<file path="config.mk">
export PLATFORM = sky130hd
export DESIGN_NAME = calc_sequencer_flat
export DESIGN_NICKNAME = d
export VERILOG_FILES = /design/src/rtl/calc_pkg.sv /design/src/rtl/calc_sequencer_if.sv /design/src/rtl/calc_digit_acc.sv /design/src/rtl/calc_sequencer.sv /design/src/flat_wrapper.sv
export SDC_FILE = /design/constraint.sdc
export NUM_CORES = 1
export LEC_CHECK = 0
export ABC_AREA = 1
export BUFFER_PORTS_ARGS = -buffer_cell sky130_fd_sc_hd__buf_2
export CAP_MARGIN = 15
export CELL_PAD_IN_SITES_DETAIL_PLACEMENT = 2
export CELL_PAD_IN_SITES_GLOBAL_PLACEMENT = 2
export CORE_MARGIN = 10
export CORE_UTILIZATION = 34
export DETAILED_ROUTE_END_ITERATION = 10
export MAX_ROUTING_LAYER = met4
export PLACE_DENSITY = 0.95
export SYNTH_ARGS = -nofsm -noshare
export SYNTH_HDL_FRONTEND = slang
export SYNTH_SLANG_ARGS = --single-unit
export TNS_END_PERCENT = 10
</file>
<file path="constraint.sdc">
create_clock -name clk -period 4.9 [get_ports clk]
set_input_delay 0.245 -clock clk [delete_from_list [all_inputs] [get_ports clk]]
set_output_delay 0.245 -clock clk [all_outputs]
set_load 0.1 [all_outputs]
</file>
<file path="src/rtl/calc_pkg.sv">
// Shared constants and types for the calculator key sequencer:
// key codes, operator encoding, controller states and small decode helpers.
package calc_pkg;

    localparam int CALC_W          = 11;
    localparam int CALC_MAX_DIGITS = 3;
    localparam int CALC_LIMIT      = 999;
    localparam int CALC_TIMEOUT    = 15;
    localparam int RES_W           = 24;

    localparam logic [3:0] KEY_PLUS  = 4'd10;
    localparam logic [3:0] KEY_MINUS = 4'd11;
    localparam logic [3:0] KEY_MULT  = 4'd12;
    localparam logic [3:0] KEY_CLR   = 4'd13;
    localparam logic [3:0] KEY_ENTER = 4'd14;

    typedef enum logic [1:0] {
        OP_ADD = 2'd0,
        OP_SUB = 2'd1,
        OP_MUL = 2'd2
    } op_sel_e;

    typedef enum logic [2:0] {
        ST_SIGN1 = 3'd0,
        ST_DIG1  = 3'd1,
        ST_OP    = 3'd2,
        ST_SIGN2 = 3'd3,
        ST_DIG2  = 3'd4,
        ST_ISSUE = 3'd5,
        ST_WAIT  = 3'd6,
        ST_SHOW  = 3'd7
    } state_e;

    function automatic op_sel_e key_to_op(input logic [3:0] key);
        op_sel_e op;
        case (key)
            KEY_PLUS:  op = OP_ADD;
            KEY_MINUS: op = OP_SUB;
            default:   op = OP_MUL;
        endcase
        return op;
    endfunction

endpackage

</file>
<file path="src/rtl/calc_sequencer_if.sv">
// Request/response bus between the key sequencer and the shared arithmetic unit.
interface calc_sequencer_if #(
    parameter int W = calc_pkg::CALC_W
);
    import calc_pkg::*;

    logic             op_valid;
    logic             op_ack;
    logic [W-1:0]     op_a;
    logic [W-1:0]     op_b;
    op_sel_e          op_sel;
    logic             res_valid;
    logic [RES_W-1:0] res_data;

    modport master (
        output op_valid, op_a, op_b, op_sel,
        input  op_ack, res_valid, res_data
    );

    modport slave (
        input  op_valid, op_a, op_b, op_sel,
        output op_ack, res_valid, res_data
    );

endinterface

</file>
<file path="src/rtl/calc_digit_acc.sv">
// Decimal operand accumulator: acc = acc*10 + d per digit, digits beyond
// MAX_DIGITS are dropped so the magnitude never exceeds 10**MAX_DIGITS - 1.
module calc_digit_acc #(
    parameter int W          = 11,
    parameter int MAX_DIGITS = 3
) (
    input  logic         clk,
    input  logic         rst,
    input  logic         clr_i,
    input  logic         push_i,
    input  logic [3:0]   digit_i,
    output logic [W-1:0] acc_o
);

    localparam int CNT_W = $clog2(MAX_DIGITS + 1);

    logic [W-1:0]     acc_q, acc_d;
    logic [CNT_W-1:0] cnt_q, cnt_d;

    // Next accumulator value and digit count
    always_comb begin
        acc_d = acc_q;
        cnt_d = cnt_q;
        if (clr_i) begin
            acc_d = {W{1'b0}};
            cnt_d = {CNT_W{1'b0}};
        end else if (push_i && (cnt_q < CNT_W'(MAX_DIGITS))) begin
            acc_d = (acc_q * W'(10)) + W'(digit_i);
            cnt_d = cnt_q + CNT_W'(1);
        end else begin
            acc_d = acc_q;
            cnt_d = cnt_q;
        end
    end

    // Accumulator state register
    always_ff @(posedge clk) begin
        if (rst) begin
            acc_q <= {W{1'b0}};
            cnt_q <= {CNT_W{1'b0}};
        end else begin
            acc_q <= acc_d;
            cnt_q <= cnt_d;
        end
    end

    assign acc_o = acc_q;

endmodule

</file>
<file path="src/rtl/calc_sequencer.sv">
// Calculator key sequencer: assembles two signed decimal operands and an operator
// from key events, issues one operation to the arithmetic unit and range-checks the result.
module calc_sequencer
    import calc_pkg::*;
#(
    parameter int W          = CALC_W,
    parameter int MAX_DIGITS = CALC_MAX_DIGITS,
    parameter int LIMIT      = CALC_LIMIT,
    parameter int TIMEOUT    = CALC_TIMEOUT
) (
    input  logic             clk,
    input  logic             rst,
    input  logic             key_valid_i,
    input  logic [3:0]       key_code_i,
    calc_sequencer_if.master arith,
    output logic [W-1:0]     result_o,
    output logic             result_valid_o,
    output logic             err_o,
    output logic             busy_o
);

    localparam int TMR_W = $clog2(TIMEOUT + 1);
    localparam logic signed [RES_W-1:0] LIM_P = RES_W'(LIMIT);
    localparam logic signed [RES_W-1:0] LIM_N = RES_W'(-LIMIT);

    state_e           state_q, state_d;
    logic             neg1_q, neg1_d, neg2_q, neg2_d;
    logic [W-1:0]     a_mag_q, a_mag_d;
    op_sel_e          op_sel_q, op_sel_d;
    logic             op_valid_q, op_valid_d;
    logic [W-1:0]     op_a_q, op_a_d, op_b_q, op_b_d;
    logic [TMR_W-1:0] timer_q, timer_d;
    logic [W-1:0]     result_q, result_d;
    logic             result_valid_q, result_valid_d;
    logic             err_q, err_d;
    logic             busy_q, busy_d;

    logic             acc_clr_s, acc_push_s, do_issue_s;
    logic [W-1:0]     acc_s;
    logic             is_digit_s, is_sign_s, is_oper_s, is_minus_s, is_enter_s, is_clr_s;
    logic signed [RES_W-1:0] res_s;

    function automatic logic [W-1:0] apply_sign(input logic neg, input logic [W-1:0] mag);
        return neg ? ({W{1'b0}} - mag) : mag;
    endfunction

    assign is_digit_s = key_valid_i && (key_code_i <= 4'd9);
    assign is_minus_s = (key_code_i == KEY_MINUS);
    assign is_sign_s  = key_valid_i && ((key_code_i == KEY_PLUS) || is_minus_s);
    assign is_oper_s  = is_sign_s || (key_valid_i && (key_code_i == KEY_MULT));
    assign is_enter_s = key_valid_i && (key_code_i == KEY_ENTER);
    assign is_clr_s   = key_valid_i && (key_code_i == KEY_CLR);
    assign res_s      = arith.res_data;

    calc_digit_acc #(.W(W), .MAX_DIGITS(MAX_DIGITS)) u_acc (
        .clk     (clk),
        .rst     (rst),
        .clr_i   (acc_clr_s),
        .push_i  (acc_push_s),
        .digit_i (key_code_i),
        .acc_o   (acc_s)
    );

    // Next-state and output decode; clear overrides everything, including an in-flight result
    always_comb begin
        state_d        = state_q;
        neg1_d         = neg1_q;
        neg2_d         = neg2_q;
        a_mag_d        = a_mag_q;
        op_sel_d       = op_sel_q;
        op_valid_d     = op_valid_q;
        op_a_d         = op_a_q;
        op_b_d         = op_b_q;
        timer_d        = timer_q;
        result_d       = result_q;
        result_valid_d = result_valid_q;
        err_d          = err_q;
        acc_clr_s      = 1'b0;
        acc_push_s     = 1'b0;
        do_issue_s     = 1'b0;

        if (is_clr_s) begin
            state_d        = ST_SIGN1;
            neg1_d         = 1'b0;
            neg2_d         = 1'b0;
            a_mag_d        = {W{1'b0}};
            op_sel_d       = OP_ADD;
            op_valid_d     = 1'b0;
            op_a_d         = {W{1'b0}};
            op_b_d         = {W{1'b0}};
            timer_d        = {TMR_W{1'b0}};
            result_d       = {W{1'b0}};
            result_valid_d = 1'b0;
            err_d          = 1'b0;
            acc_clr_s      = 1'b1;
        end else begin
            case (state_q)
                ST_SIGN1, ST_SHOW: begin
                    if (key_valid_i) begin
                        state_d        = ST_SIGN1;
                        result_valid_d = 1'b0;
                        err_d          = 1'b0;
                        if (is_sign_s) begin
                            neg1_d  = is_minus_s;
                            state_d = ST_DIG1;
                        end else if (is_digit_s) begin
                            neg1_d     = 1'b0;
                            acc_push_s = 1'b1;
                            state_d    = ST_DIG1;
                        end else begin
                            neg1_d = neg1_q;
                        end
                    end else begin
                        state_d = state_q;
                    end
                end
                ST_DIG1: begin
                    if (is_digit_s) begin
                        acc_push_s = 1'b1;
                    end else if (is_enter_s || is_oper_s) begin
                        a_mag_d   = acc_s;
                        acc_clr_s = 1'b1;
                        if (is_enter_s) begin
                            state_d = ST_OP;
                        end else begin
                            op_sel_d = key_to_op(key_code_i);
                            state_d  = ST_SIGN2;
                        end
                    end else begin
                        state_d = state_q;
                    end
                end
                ST_OP: begin
                    if (is_oper_s) begin
                        op_sel_d = key_to_op(key_code_i);
                        state_d  = ST_SIGN2;
                    end else begin
                        state_d = state_q;
                    end
                end
                ST_SIGN2: begin
                    if (is_sign_s) begin
                        neg2_d  = is_minus_s;
                        state_d = ST_DIG2;
                    end else if (is_digit_s) begin
                        neg2_d     = 1'b0;
                        acc_push_s = 1'b1;
                        state_d    = ST_DIG2;
                    end else if (is_enter_s) begin
                        do_issue_s = 1'b1;
                    end else begin
                        state_d = state_q;
                    end
                end
                ST_DIG2: begin
                    if (is_digit_s) begin
                        acc_push_s = 1'b1;
                    end else if (is_enter_s) begin
                        do_issue_s = 1'b1;
                    end else begin
                        state_d = state_q;
                    end
                end
                ST_ISSUE: begin
                    if (arith.op_ack) begin
                        op_valid_d = 1'b0;
                        timer_d    = {TMR_W{1'b0}};
                        state_d    = ST_WAIT;
                    end else begin
                        state_d = state_q;
                    end
                end
                ST_WAIT: begin
                    if (arith.res_valid) begin
                        state_d        = ST_SHOW;
                        result_valid_d = 1'b1;
                        if ((res_s > LIM_P) || (res_s < LIM_N)) begin
                            result_d = {W{1'b0}};
                            err_d    = 1'b1;
                        end else begin
                            result_d = arith.res_data[W-1:0];
                            err_d    = 1'b0;
                        end
                    end else if (timer_q == TMR_W'(TIMEOUT - 1)) begin
                        state_d        = ST_SHOW;
                        result_d       = {W{1'b0}};
                        err_d          = 1'b1;
                        result_valid_d = 1'b1;
                    end else begin
                        timer_d = timer_q + TMR_W'(1);
                    end
                end
                default: begin
                    state_d = ST_SIGN1;
                end
            endcase

            // Operand B is still in the accumulator when enter is seen
            if (do_issue_s) begin
                state_d    = ST_ISSUE;
                op_valid_d = 1'b1;
                op_a_d     = apply_sign(neg1_q, a_mag_q);
                op_b_d     = apply_sign(neg2_q, acc_s);
                acc_clr_s  = 1'b1;
            end else begin
                op_valid_d = op_valid_d;
            end
        end

        busy_d = (state_d == ST_ISSUE) || (state_d == ST_WAIT);
    end

    // Controller state and registered outputs
    always_ff @(posedge clk) begin
        if (rst) begin
            state_q        <= ST_SIGN1;
            neg1_q         <= 1'b0;
            neg2_q         <= 1'b0;
            a_mag_q        <= {W{1'b0}};
            op_sel_q       <= OP_ADD;
            op_valid_q     <= 1'b0;
            op_a_q         <= {W{1'b0}};
            op_b_q         <= {W{1'b0}};
            timer_q        <= {TMR_W{1'b0}};
            result_q       <= {W{1'b0}};
            result_valid_q <= 1'b0;
            err_q          <= 1'b0;
            busy_q         <= 1'b0;
        end else begin
            state_q        <= state_d;
            neg1_q         <= neg1_d;
            neg2_q         <= neg2_d;
            a_mag_q        <= a_mag_d;
            op_sel_q       <= op_sel_d;
            op_valid_q     <= op_valid_d;
            op_a_q         <= op_a_d;
            op_b_q         <= op_b_d;
            timer_q        <= timer_d;
            result_q       <= result_d;
            result_valid_q <= result_valid_d;
            err_q          <= err_d;
            busy_q         <= busy_d;
        end
    end

    assign arith.op_valid = op_valid_q;
    assign arith.op_a     = op_a_q;
    assign arith.op_b     = op_b_q;
    assign arith.op_sel   = op_sel_q;
    assign result_o       = result_q;
    assign result_valid_o = result_valid_q;
    assign err_o          = err_q;
    assign busy_o         = busy_q;

endmodule

</file>
<file path="src/flat_wrapper.sv">
// flat-port wrapper written by rule: the top's interface ports become plain ports
module calc_sequencer_flat import calc_pkg::*;
#(
    parameter int W          = CALC_W,
    parameter int MAX_DIGITS = CALC_MAX_DIGITS,
    parameter int LIMIT      = CALC_LIMIT,
    parameter int TIMEOUT    = CALC_TIMEOUT
)
  (clk, rst, key_valid_i, key_code_i, result_o, result_valid_o, err_o, busy_o, arith_op_valid, arith_op_a, arith_op_b, arith_op_sel, arith_op_ack, arith_res_valid, arith_res_data);
  calc_sequencer_if #(.W(W)) arith_i ();
  input  logic clk;
  input  logic rst;
  input  logic key_valid_i;
  input  logic [3:0] key_code_i;
  output logic [W-1:0] result_o;
  output logic result_valid_o;
  output logic err_o;
  output logic busy_o;
  output wire logic [$bits(arith_i.op_valid)-1:0] arith_op_valid;
  output wire logic [$bits(arith_i.op_a)-1:0] arith_op_a;
  output wire logic [$bits(arith_i.op_b)-1:0] arith_op_b;
  output wire logic [$bits(arith_i.op_sel)-1:0] arith_op_sel;
  input wire logic [$bits(arith_i.op_ack)-1:0] arith_op_ack;
  input wire logic [$bits(arith_i.res_valid)-1:0] arith_res_valid;
  input wire logic [$bits(arith_i.res_data)-1:0] arith_res_data;
  assign arith_op_valid = arith_i.op_valid;
  assign arith_op_a = arith_i.op_a;
  assign arith_op_b = arith_i.op_b;
  assign arith_op_sel = arith_i.op_sel;
  assign arith_i.op_ack = arith_op_ack;
  assign arith_i.res_valid = arith_res_valid;
  assign arith_i.res_data = arith_res_data;
  calc_sequencer #(.W(W), .MAX_DIGITS(MAX_DIGITS), .LIMIT(LIMIT), .TIMEOUT(TIMEOUT)) u_core (.clk(clk), .rst(rst), .key_valid_i(key_valid_i), .key_code_i(key_code_i), .arith(arith_i), .result_o(result_o), .result_valid_o(result_valid_o), .err_o(err_o), .busy_o(busy_o));
endmodule
</file>
; After elaboration in Yosys (flattened, before gate mapping)
; Index checks and enable logic that the tools add are counted.
; Widths: inputs -> output; s select.
[totals]
regBits = 72
word_cells = 138
in_bits = 33
out_inout_bits = 39
[op_classes]
addsub = 5
mul = 1
magnitude_cmp = 4
n_reduce_logical = 31
n_bitwise = 1
mux = 57
eq_ne = 24
[ops]
columns = cell, n
row1 = $mux 11, 5
row2 = $mux 3, 12
row3 = $mux 1, 25
row4 = $eq 4x4->1 const B, 6
row5 = $gt 24x11->1 const B, 1
row6 = $lt 24x11->1 const B, 1
row7 = $sub 1x11->11 const A, 2
row8 = $pmux 3 s7, 1
row9 = $eq 3x3->1 const B, 6
row10 = $reduce_bool 2->1, 7
row11 = $mux 4, 3
row12 = $ne 2x2->1 const B, 6
row13 = $add 11x4->11, 1
row14 = $mul 11x3->10 const B, 1
row15 = $reduce_and 3->1, 3
row16 = $mux 2, 4
row17 = $pmux 2 s2, 2
row18 = $pmux 4 s2, 1
row19 = $reduce_or 2->1, 4
row20 = $eq 3x2->1 const B, 2
row21 = $logic_and 1x1->1, 6
row22 = $pmux 1 s2, 3
row23 = $reduce_and 2->1, 3
row24 = $logic_or 1x1->1, 5
row25 = 12 further kinds, 13

; Depth between registers and ports, before layout
; Gate-level depths: netlist of the first run.
[logic_depth]
depth_word = 12
ltp_mapped = 15
mapped_depth_nobuf = 15

; Cells and area by module
; A second synthesis of the first run with hierarchy kept.
[unflattened]
hier_cells = 641
hier_area_um2 = 4261.6
[by_module_without_submodules]
columns = mod, cells_per_inst, area_per_inst_um2, instances, seq_area_each_um2
row1 = calc_sequencer, 463, 3103.0, 1, 1181.1
row2 = calc_digit_acc, 178, 1158.6, 1, 260.2

; Least setup slack after synthesis of the first run
; No wires, ideal clock.
[synth_timing]
path_type = register to register
startpoint = register u_core.u_acc.acc_q[3], in the netlist u_core.u_acc.acc_o[3]
endpoint = register u_core.u_acc.acc_q[10], in the netlist u_core.u_acc.acc_o[10]
path_buffers = 0
period_less_slack_ps = 2211
t_arrival_ps = 2102
stages_incl_launch_ff = 15
required_ps = 4791
setup_ps = 109
path_slack_ps = 2689
cell_sequence = dfxtp_1 ha_1 ha_1 inv_1 fa_1 nor2_1 nand3_1 nand2_1 nand2_1 nor2_1 nand3_1 nand2_1 nand3_1 nand2_1 inv_1
[synth_via]
elab_chain_cells = 2
[synth_rtl]
columns = item, line_no
row1 = from (decl), calc_digit_acc.sv:17  ; logic [W-1:0] acc_q, acc_d;
row2 = from (signal assigned), calc_digit_acc.sv:39  ; acc_q <= {W{1'b0}};
row3 = $mul 11x3->10, calc_digit_acc.sv:28  ; acc_d = (acc_q * W'(10)) + W'(digit_i);
row4 = $add 11x4->11, calc_digit_acc.sv:28
; No other way between the ends.
; A chain may end at the register's enable or synchronous reset.

; Worst setup path after layout of the first run
[layout_timing]
startpoint = register u_core.u_acc.acc_q[3], in the netlist u_core.u_acc.acc_o[3]
endpoint = register u_core.u_acc.acc_q[9], in the netlist u_core.u_acc.acc_o[9]
; Same word-level chain as after synthesis.

==> results of run 1 <==
cell usage after synthesis, types with 2 or more instances:
| cell | number |
|---|---|
| nor3_2 | 2 |
| buf_4 | 4 |
| inv_2 | 9 |
| buf_6 | 4 |
| inv_1 | 80 |
| ha_1 | 21 |
| nand3b_1 | 5 |
| o21ai_1 | 12 |
| nand2_4 | 2 |
| nand4_1 | 8 |
| nand3_1 | 47 |
| dfxtp_1 | 72 |
| nor2_1 | 52 |
| o211ai_1 | 2 |
| buf_2 | 7 |
| fa_1 | 2 |
| nand3_2 | 2 |
| xor2_1 | 15 |
| a31oi_1 | 2 |
| nor2_4 | 2 |
| nor3_1 | 6 |
| nand2_1 | 128 |
| a21oi_1 | 63 |
| xnor2_1 | 5 |
| o21ai_2 | 3 |
| o21ai_0 | 40 |
where the power goes:
| part | leakage, uW | switching, uW | internal [uW] |
|---|---|---|---|
| Combinational | 0.00173 | 205 | 91.8 |
| Sequential | 0.000583 | 26.2 | 601 |
| Clock | 0.000143 | 294 | 398 |
flip-flops by register name (all words and copies together), names as in the netlist, 2 cells and up:
name and flops:
u_core.a_mag_q 11, u_core.arith.op_a 11, u_core.arith.op_b 11, u_core.arith.op_sel 2, u_core.result_o 11, u_core.state_q 3
u_core.timer_q 4, u_core.u_acc.acc_o 11, u_core.u_acc.cnt_q 2
metal layers:
metal  vias to the layer above  track usage [%]  part of all wire, %
li1                       2121                -                    -
met1                      2299             26.4                   43
met2                       129             40.3                   51
met3                        41             3.73                  3.4
met4                         0             9.52                  2.8
met5                         -                -                    0
final timing paths:
check | to | cells past startpoint | slack [ns] | startpoint
max | u_core.u_acc.acc_o[9] | 14 | 1.99 | u_core.u_acc.acc_o[3]
min | u_core.result_o[2] | 3 | 0.21 | arith_res_data[2]
max reg2reg | u_core.u_acc.acc_o[9] | 14 | 1.99 | u_core.u_acc.acc_o[3]
min reg2reg | u_core.result_o[4] | 2 | 0.48 | u_core.result_o[4]
metrics by stage:
step,worst slack [ns],power [uW],instances
finish,1.99,1620,849
global route,1.76,1680,849
CTS,2.00,1610,849
detailed placement,2.32,907,833
global placement,2.54,878,833
floorplan,2.69,812,611
cell usage in the layout (no fill, tap or decap), drive strengths merged:
cell	Yosys	routed
a211oi	2	2
a21oi	64	64
a31o	1	1
a31oi	3	3
buf	16	72
bufinv	0	1
clkbuf	2	10
clkinv	1	4
clkinvlp	0	1
dfxtp	72	72
fa	2	2
ha	21	21
inv	89	90
nand2	131	131
nand3	50	50
nand3b	5	5
nand4	8	8
nor2	54	54
nor2b	1	1
nor3	9	9
nor3b	1	1
o211ai	2	2
o21ai	55	55
o221ai	1	1
o22ai	1	1
xnor2	5	5
xor2	15	15
worst min-delay path: stages:
cell and delay [ns]:
buf_2 0.12, nand3_1 0.08, a21oi_1 0.06
cell families after synthesis:
family	Yosys count
and+or+nand+nor	259
buffers and inverters	108
adders and majority gates	23
AOI/OAI and AO/OA	129
DFF	72
xor gates and xnor gates	20
area by class of cell:
type	instances	share of cell area, %
clock inverters	6	1.38
multi-input cells	431	46.9
flip-flops and latches	72	28.9
inverters	90	6.79
clock buffers	10	4.59
repair buffers	72	7.27
well taps	168	4.21
==> flow_summary.toml, run 1 <==
[setup_path]
end_kind = "flip-flop"
path_class = "reg2reg"
cpLargestDelayFamily = "adder cells"
cpPeakStageDelay_ns = 0.41
cp.buffers_inverters = 3
worst_path_most_repeated_cell = "nand2_1"
crit_path_cell_trace = "ha_1 -> ha_1 -> inv_1 -> fa_1 -> xnor2_1 -> inv_1 -> nor2_1 -> nand2_1 -> nor2_1 -> nand2_1 -> nand2_1 -> nand2_1 -> o21ai_0 -> inv_1"
cp.required_ns = 5.15
start_kind = "flip-flop"
cp_slowest_cell = "fa_1"
arrival_ns = 3.16
cp_max_fo = 5

[yosys]
synthesis.area_um2 = 4240
syn_nets = 667
synth_ff_type = "dfxtp_1"
yosys.area.top_type = "dfxtp_1"
synth_top_family_by_area = "simple AND/OR/NAND/NOR gates"
ys_ff_latch = 72
yosys.area_share.simple_pct = 27.5
synth.area.mux_share_pct = 0
synth.top_cell.area_share_pct = 34.0
yosys.area_share.adder_pct = 7.14
synth_cells = 611
ys_types = 42
synth-compound-area-share_pct = 16.4
yosys_warnings = 0
avgSynthCellArea_um2 = 6.94
synth_edf_count = 0
ys_seq_area_share_pct = 34.0
synthTopCellsByArea = "dfxtp_1 34%, nand2_1 11%, a21oi_1 7.4%, inv_1 7.1%, ha_1 6.2%"
ys_async_sr_fraction_pct = 0
synth-xor-area-share_pct = 4.13

[final_layout]
n_fill_cell = 1447
diodes = 0
drive_gt1_share_pct = 16.9
final_nets = 732
syn2layout_area_growth_pct = 17.6
seqCellArea_um2 = 1440
multi_input_area_um2 = 2340
postLayoutCellArea_um2 = 4990
fin_util_pct = 41.2

[pwr]
power.leakage_uw = 0.00246
ir_drop_uv = 165
power_density_nw_per_um2 = 324

[hold_path]
hp-class = "in2reg"

[timing]
setup_viol = 0
holdWs_ns = 0.209
finClkSkew_ns = 0.00859
min_period_ns = 2.91
fin_tns_setup_ns = 0
fin_crit_sh_pct = 59.4
rsz0062_at_grt = "no"
hold_viol = 0
max_slew_margin_pct = 42.7
tightest_slew_ns = 0.855
slew_violations = 0
fmax_mhz = 344

[drt]
finalWirelength_mm = 19.9
drc = 0
vias = 4590
wl_per_cell_um = 23.5
drtIter0Drc = 304
drtAntennaViolNets = 0
vias_per_cell = 5.41
drtPass1Iterations = 4

[cts]
clock_path_buffers = 2
cts_inserted_buffers = 9
clk_pin_slew_ns = 0.06
hold_buffers = 0
cts.sinks = 72
cts_tree = "yes"
cts_setup_buffers = 0
clock_latency_ns = 0.35
cts.repair.resized = 0
cts_root_buf = "clkbuf_16"
h-tree-depth = 3

[grt]
overflow = 0
grt_use_total_pct = 23.4
grt_max_degree = 42
grt_pass1_vias = 5328
grt_pass1_wl_mm = 31.8
antenna_found_initial = 0

[place]
gp_congestion = 0.861
placed_cell_area_um2 = 4690
detailed_place_hpwl_mm = 12.7
port_buffers = 71

[job]
cap_viol_max_count = 0

[die]
ios = 72
core_um2 = 12100
dieArea_um2 = 17300
start_util_pct = 35.0
fp-row-count = 40
die_w_um = 132
die_h_um = 132

[run_status]
outcome = "finished clean"
Note: power is estimated with default switching activity, not from simulation.
==> run 2: changes to the inputs <==
- CORE_UTILIZATION: 34 -> 28
- PLACE_DENSITY: 0.95 -> 0.88
- clock period: 4.9 -> 2.6 ns (I/O delays scaled with it)
==> run 2 against run 1 <==
Compared with the run above:
- first-iteration DRC count shrank 14%
- global-route usage shrank 6.3 points
- maximum frequency grew 18%
- combinational power grew 85%
- critical endpoint unchanged
==> flow_summary.toml, run 2 (same netlist as run 1, synthesis figures left out) <==
[pwr]
power_density_nw_per_um2 = 628
power.leakage_uw = 0.00250
ir_drop_uv = 335

[cts]
clk_pin_slew_ns = 0.06
cts_tree = "yes"
cts_inserted_buffers = 9
cts_root_buf = "clkbuf_16"
clock_path_buffers = 2
clock_latency_ns = 0.35
cts_setup_buffers = 0
h-tree-depth = 3
cts.sinks = 72

[final_layout]
syn2layout_area_growth_pct = 20.8
drive_gt1_share_pct = 19.0
final_nets = 736
final_common_cell = "nand2_1"
most-common-layout-cells = "127 x nand2_1, 79 x inv_1, 71 x buf_2"
fin_util_pct = 34.9

[grt]
overflow = 0
grt_pass1_vias = 4960
grt_pass1_wl_mm = 27.0
grt_max_degree = 42
antenna_found_initial = 1
grt_use_total_pct = 17.1

[die]
start_util_pct = 28.9
core_um2 = 14700
dieArea_um2 = 20500
die_w_um = 143
die_h_um = 143
fp-row-count = 44
ios = 72

[timing]
finClkSkew_ns = 0.00858
slew_violations = 0
setup_viol = 0
holdWs_ns = 0.0814
hold_viol = 0
fin_crit_sh_pct = 95.0
tightest_slew_ns = 0.608
max_slew_margin_pct = 59.3
min_period_ns = 2.47
fmax_mhz = 405
fin_tns_setup_ns = 0
rsz0062_at_grt = "no"

[drt]
drtAntennaViolNets = 0
drc = 0
finalWirelength_mm = 17.0
vias_per_cell = 5.10
drtPass1Iterations = 4
wl_per_cell_um = 19.5
drtIter0Drc = 261
vias = 4433

[setup_path]
cp.depth = 14
worst_path_most_repeated_cell = "nand2_1"
start_kind = "flip-flop"
cp_slowest_cell = "dfxtp_4"
crit_path_cell_trace = "ha_1 -> ha_2 -> inv_1 -> fa_2 -> xnor2_1 -> inv_2 -> nor2_2 -> nand2_1 -> nor2_1 -> nand2_1 -> nand2_1 -> nand2_1 -> o21ai_1 -> inv_1"
cp_max_fo = 5
cp.buffers_inverters = 3
critical_path.startpoint = "u_core.u_acc.acc_o[3]"
end_kind = "flip-flop"
arrival_ns = 2.71
cpPeakStageDelay_ns = 0.37
path_class = "reg2reg"
reg2reg_depth = 14
cpLargestDelayFamily = "adder cells"
r2r_start = "u_core.u_acc.acc_o[3]"
cp.required_ns = 2.84

[run_status]
outcome = "finished clean"

[place]
gp_congestion = 0.815
port_buffers = 71
detailed_place_hpwl_mm = 12.4

[hold_path]
whs_path_depth = 3
min-delay-start = "arith_res_data[10]"
hp-class = "in2reg"

[job]
cap_viol_max_count = 0
-- run 2: timing repair --
action                     CTS  global route
hold endpoints to repair     0             0
pin swaps                    0             2
setup endpoints to repair    3             3
hold buffers                 0             0
resized for setup            2            12
-- run 2: metal layers --
layer	track usage, %	up-vias	routed length (um)
met1	19.0	2186	7260
met4	7.22	0	380
li1	-	2123	-
met5	-	-	0
met3	3.48	21	897
met2	29.3	103	8460
-- run 2: cell type report --
type / count / area, um^2
sequential: 72 / 1450
fill: 1725 / 9570
timing repair buffer: 76 / 393
multi-input combinational: 431 / 2370
tap: 184 / 230
inverter: 90 / 339
antenna: 1 / 2.50
clock buffer: 11 / 243
clock inverter: 5 / 104
-- run 2: final timing paths --
check / end / slack, ns
worst max-delay path: u_core.u_acc.acc_o[9] / 0.13
worst min-delay path: u_core.result_o[10] / 0.08
worst max register to register: u_core.u_acc.acc_o[9] / 0.13
worst min register to register: u_core.arith.op_sel[0] / 0.47
-- run 2: tightest hold or removal path, stage by stage --
cell and delay [ns]:
buf_2 0.11, nand3_1 0.08, a21oi_1 0.06
-- run 2: metrics by stage --
stage	instances	setup slack, ns	cell area [um^2]	power (uW)
2_1_floorplan	611	0.389	4240	1530
3_3_place_gp	853	0.245	4740	1660
3_5_place_dp	853	-0.0483	4740	1710
4_1_cts	869	0.0172	5090	3220
5_1_grt	870	0.00472	5130	3360
6_report	870	0.130	5130	3220
-- run 2: power by group --
group / switching (uW) / internal, uW
logic: 371 / 177
clock network: 526 / 965
registers: 45.1 / 1130
==> run 3: changes to the inputs <==
--- a/config.mk
+++ b/config.mk
@@ -15,2 +15,3 @@
 export DETAILED_ROUTE_END_ITERATION = 10
+export GPL_TIMING_DRIVEN = 1
 export MAX_ROUTING_LAYER = met4
==> constraint.sdc (replaced) <==
create_clock -name clk -period 2.6 [get_ports clk]
set_input_delay 0.52 -clock clk [delete_from_list [all_inputs] [get_ports clk]]
set_output_delay 0.52 -clock clk [all_outputs]
set_load 0.1 [all_outputs]
==> run 3 against run 2 <==
Compared with the run above:
- critical path depth unchanged
- hold slack improved by 0.39 ns
- clock power decreased by 7%
- cell area unchanged
- sequential power about the same
- die area unchanged
- routed wire length about the same
- worst setup slack improved by 0.0067 ns
- maximum frequency increased by 0.27%
- via count increased by 0.81%
- critical endpoint is now u_core.u_acc.acc_o[10]
==> flow_summary.toml, run 3 (same netlist as run 1, synthesis figures left out) <==
[run_status]
outcome = "finished clean"

[setup_path]
path_class = "reg2reg"
end_kind = "flip-flop"
cpPeakStageDelay_ns = 0.48
arrival_ns = 2.72
worst_path_most_repeated_cell = "nand2_1"
start_kind = "flip-flop"
r2r_slack_ns = 0.14
reg2reg_depth = 14
cp.required_ns = 2.86
cp_slowest_cell = "fa_2"
r2r_end = "u_core.u_acc.acc_o[10]"
crit_path_cell_trace = "ha_1 -> ha_2 -> inv_1 -> fa_2 -> nor2_2 -> nand3_1 -> nand2_1 -> nand2_1 -> nor2_2 -> nand3_1 -> nand2_1 -> nand3_1 -> nand2_1 -> inv_1"
r2r_start = "u_core.u_acc.acc_o[3]"
critical_path.startpoint = "u_core.u_acc.acc_o[3]"
cp_max_fo = 5
endpoint = "u_core.u_acc.acc_o[10]"

[pwr]
power.leakage_uw = 0.00251
ir_drop_uv = 316
power_density_nw_per_um2 = 612

[grt]
grt_pass1_wl_mm = 27.1
grt_pass1_vias = 4992
overflow = 0
antenna_found_initial = 1
grt_use_total_pct = 17.2
grt_max_degree = 42

[final_layout]
most-common-layout-cells = "128 x nand2_1, 79 x inv_1, 71 x buf_2"
final_nets = 739
finalNonFillerCells = 873
multi_input_area_um2 = 2370
syn2layout_area_growth_pct = 20.8
seqCellArea_um2 = 1450
n_fill_cell = 1735
drive_gt1_share_pct = 19.3
final_common_cell = "nand2_1"

[die]
start_util_pct = 28.9
dieArea_um2 = 20500
core_um2 = 14700
die_h_um = 143
ios = 72
die_w_um = 143
fp-row-count = 44

[timing]
min_period_ns = 2.46
finClkSkew_ns = 0.0135
fmax_mhz = 406
rsz0062_at_grt = "yes"
slew_violations = 0
fin_crit_sh_pct = 94.7
setup_viol = 0
max_slew_margin_pct = 64.6
setup_slack_ns = 0.137
holdWs_ns = 0.467
hold_viol = 0
tightest_slew_ns = 0.530

[drt]
wl_per_cell_um = 19.5
drtPass1Iterations = 4
drc = 0
drtAntennaViolNets = 0
vias_per_cell = 5.12
drtIter0Drc = 200
vias = 4469
finalWirelength_mm = 17.0

[cts]
cts_tree = "yes"
clk_pin_slew_ns = 0.07
clock_latency_ns = 0.35
cts.sinks = 72
h-tree-depth = 3
cts_root_buf = "clkbuf_16"
clock_path_buffers = 2
cts_inserted_buffers = 9

[place]
gp_congestion = 0.913
detailed_place_hpwl_mm = 12.2
port_buffers = 71
dp_slack_ns = 0.0353
place_inst = 853

[hold_path]
hp-class = "reg2reg"

[job]
cap_viol_max_count = 0
-- run 3: changes by cell type in the layout (fill, tap and decap cells not counted) --
cell	change
buf_4	+3
clkinvlp_4	+2
nor2_1	-2
nor2_2	+2
a21oi_1	+1
a21oi_2	-1
bufinv_16	-1
clkinv_4	-1
nand2_1	+1
nand2_2	-1
nand3_1	+1
nand3_2	-1
xnor2_1	-1
xnor2_2	+1
-- run 3: through the flow --
| stage | utilization (%) | TNS [ns] | total power (uW) | cell area (um^2) |
|---|---|---|---|---|
| 2_1_floorplan | - | 0 | 1530 | 4240 |
| 3_3_place_gp | 32.3 | 0 | 1660 | 4740 |
| 3_5_place_dp | 32.3 | 0 | 1710 | 4740 |
| 4_1_cts | 34.7 | 0 | 3130 | 5100 |
| 5_1_grt | 34.9 | -0.0260 | 3260 | 5130 |
| 6_report | 34.9 | 0 | 3140 | 5130 |
-- run 3: layout make-up --
| class | instances | area share (%) |
|---|---|---|
| multi-input cells | 431 | 46.2 |
| flip-flops and latches | 72 | 28.2 |
| repair buffers | 79 | 8.10 |
| inverters | 90 | 6.61 |
| clock buffers | 11 | 4.74 |
| well taps | 184 | 4.49 |
| clock inverters | 5 | 1.56 |
| diodes | 1 | 0.0488 |
-- run 3: worst min path at each step --
| stage | startpoint | to | slack [ns] | depth (start not counted) |
|---|---|---|---|---|
| 4_1_cts | arith_res_data[7] | u_core.result_o[7] | 0.48 | 3 |
| 5_1_grt | arith_res_data[9] | u_core.result_o[9] | 0.49 | 3 |
| 6_report | u_core.arith.op_valid | u_core.arith.op_valid | 0.47 | 2 |
| 2_1_floorplan | u_core.a_mag_q[10] | u_core.a_mag_q[10] | 0.45 | 2 |
| 3_3_place_gp | u_core.result_o[7] | u_core.result_o[7] | 0.45 | 2 |
| 3_5_place_dp | u_core.result_o[10] | u_core.result_o[10] | 0.47 | 2 |
-- run 3: routing by layer --
layer	up-vias	routed length, um	track usage [%]
met5	-	0	-
met4	0	506	7.38
met3	31	867	3.58
met2	100	8530	29.8
met1	2208	7110	18.6
li1	2130	-	-
-- run 3: timing repair --
action,4_1_cts,5_1_grt
endpoints found under the setup margin,3,4
pin swaps,1,1
hold buffers,0,0
setup buffers,3,0
resized for setup,4,10
cloned,0,0
-- run 3: worst max-delay path, delay by kind of cell, from the launching register on --
| family | cells | cell delay [ns] |
|---|---|---|
| adders and majority gates | 3 | 1.00 |
| buffers and inverters | 2 | 0.12 |
| DFF | 1 | 0.37 |
| and+or+nand+nor | 9 | 0.88 |
-- run 3: report_power, final --
part           switching, uW  internal [uW]
Combinational            378            194
Sequential              43.4           1130
Clock                    522            866
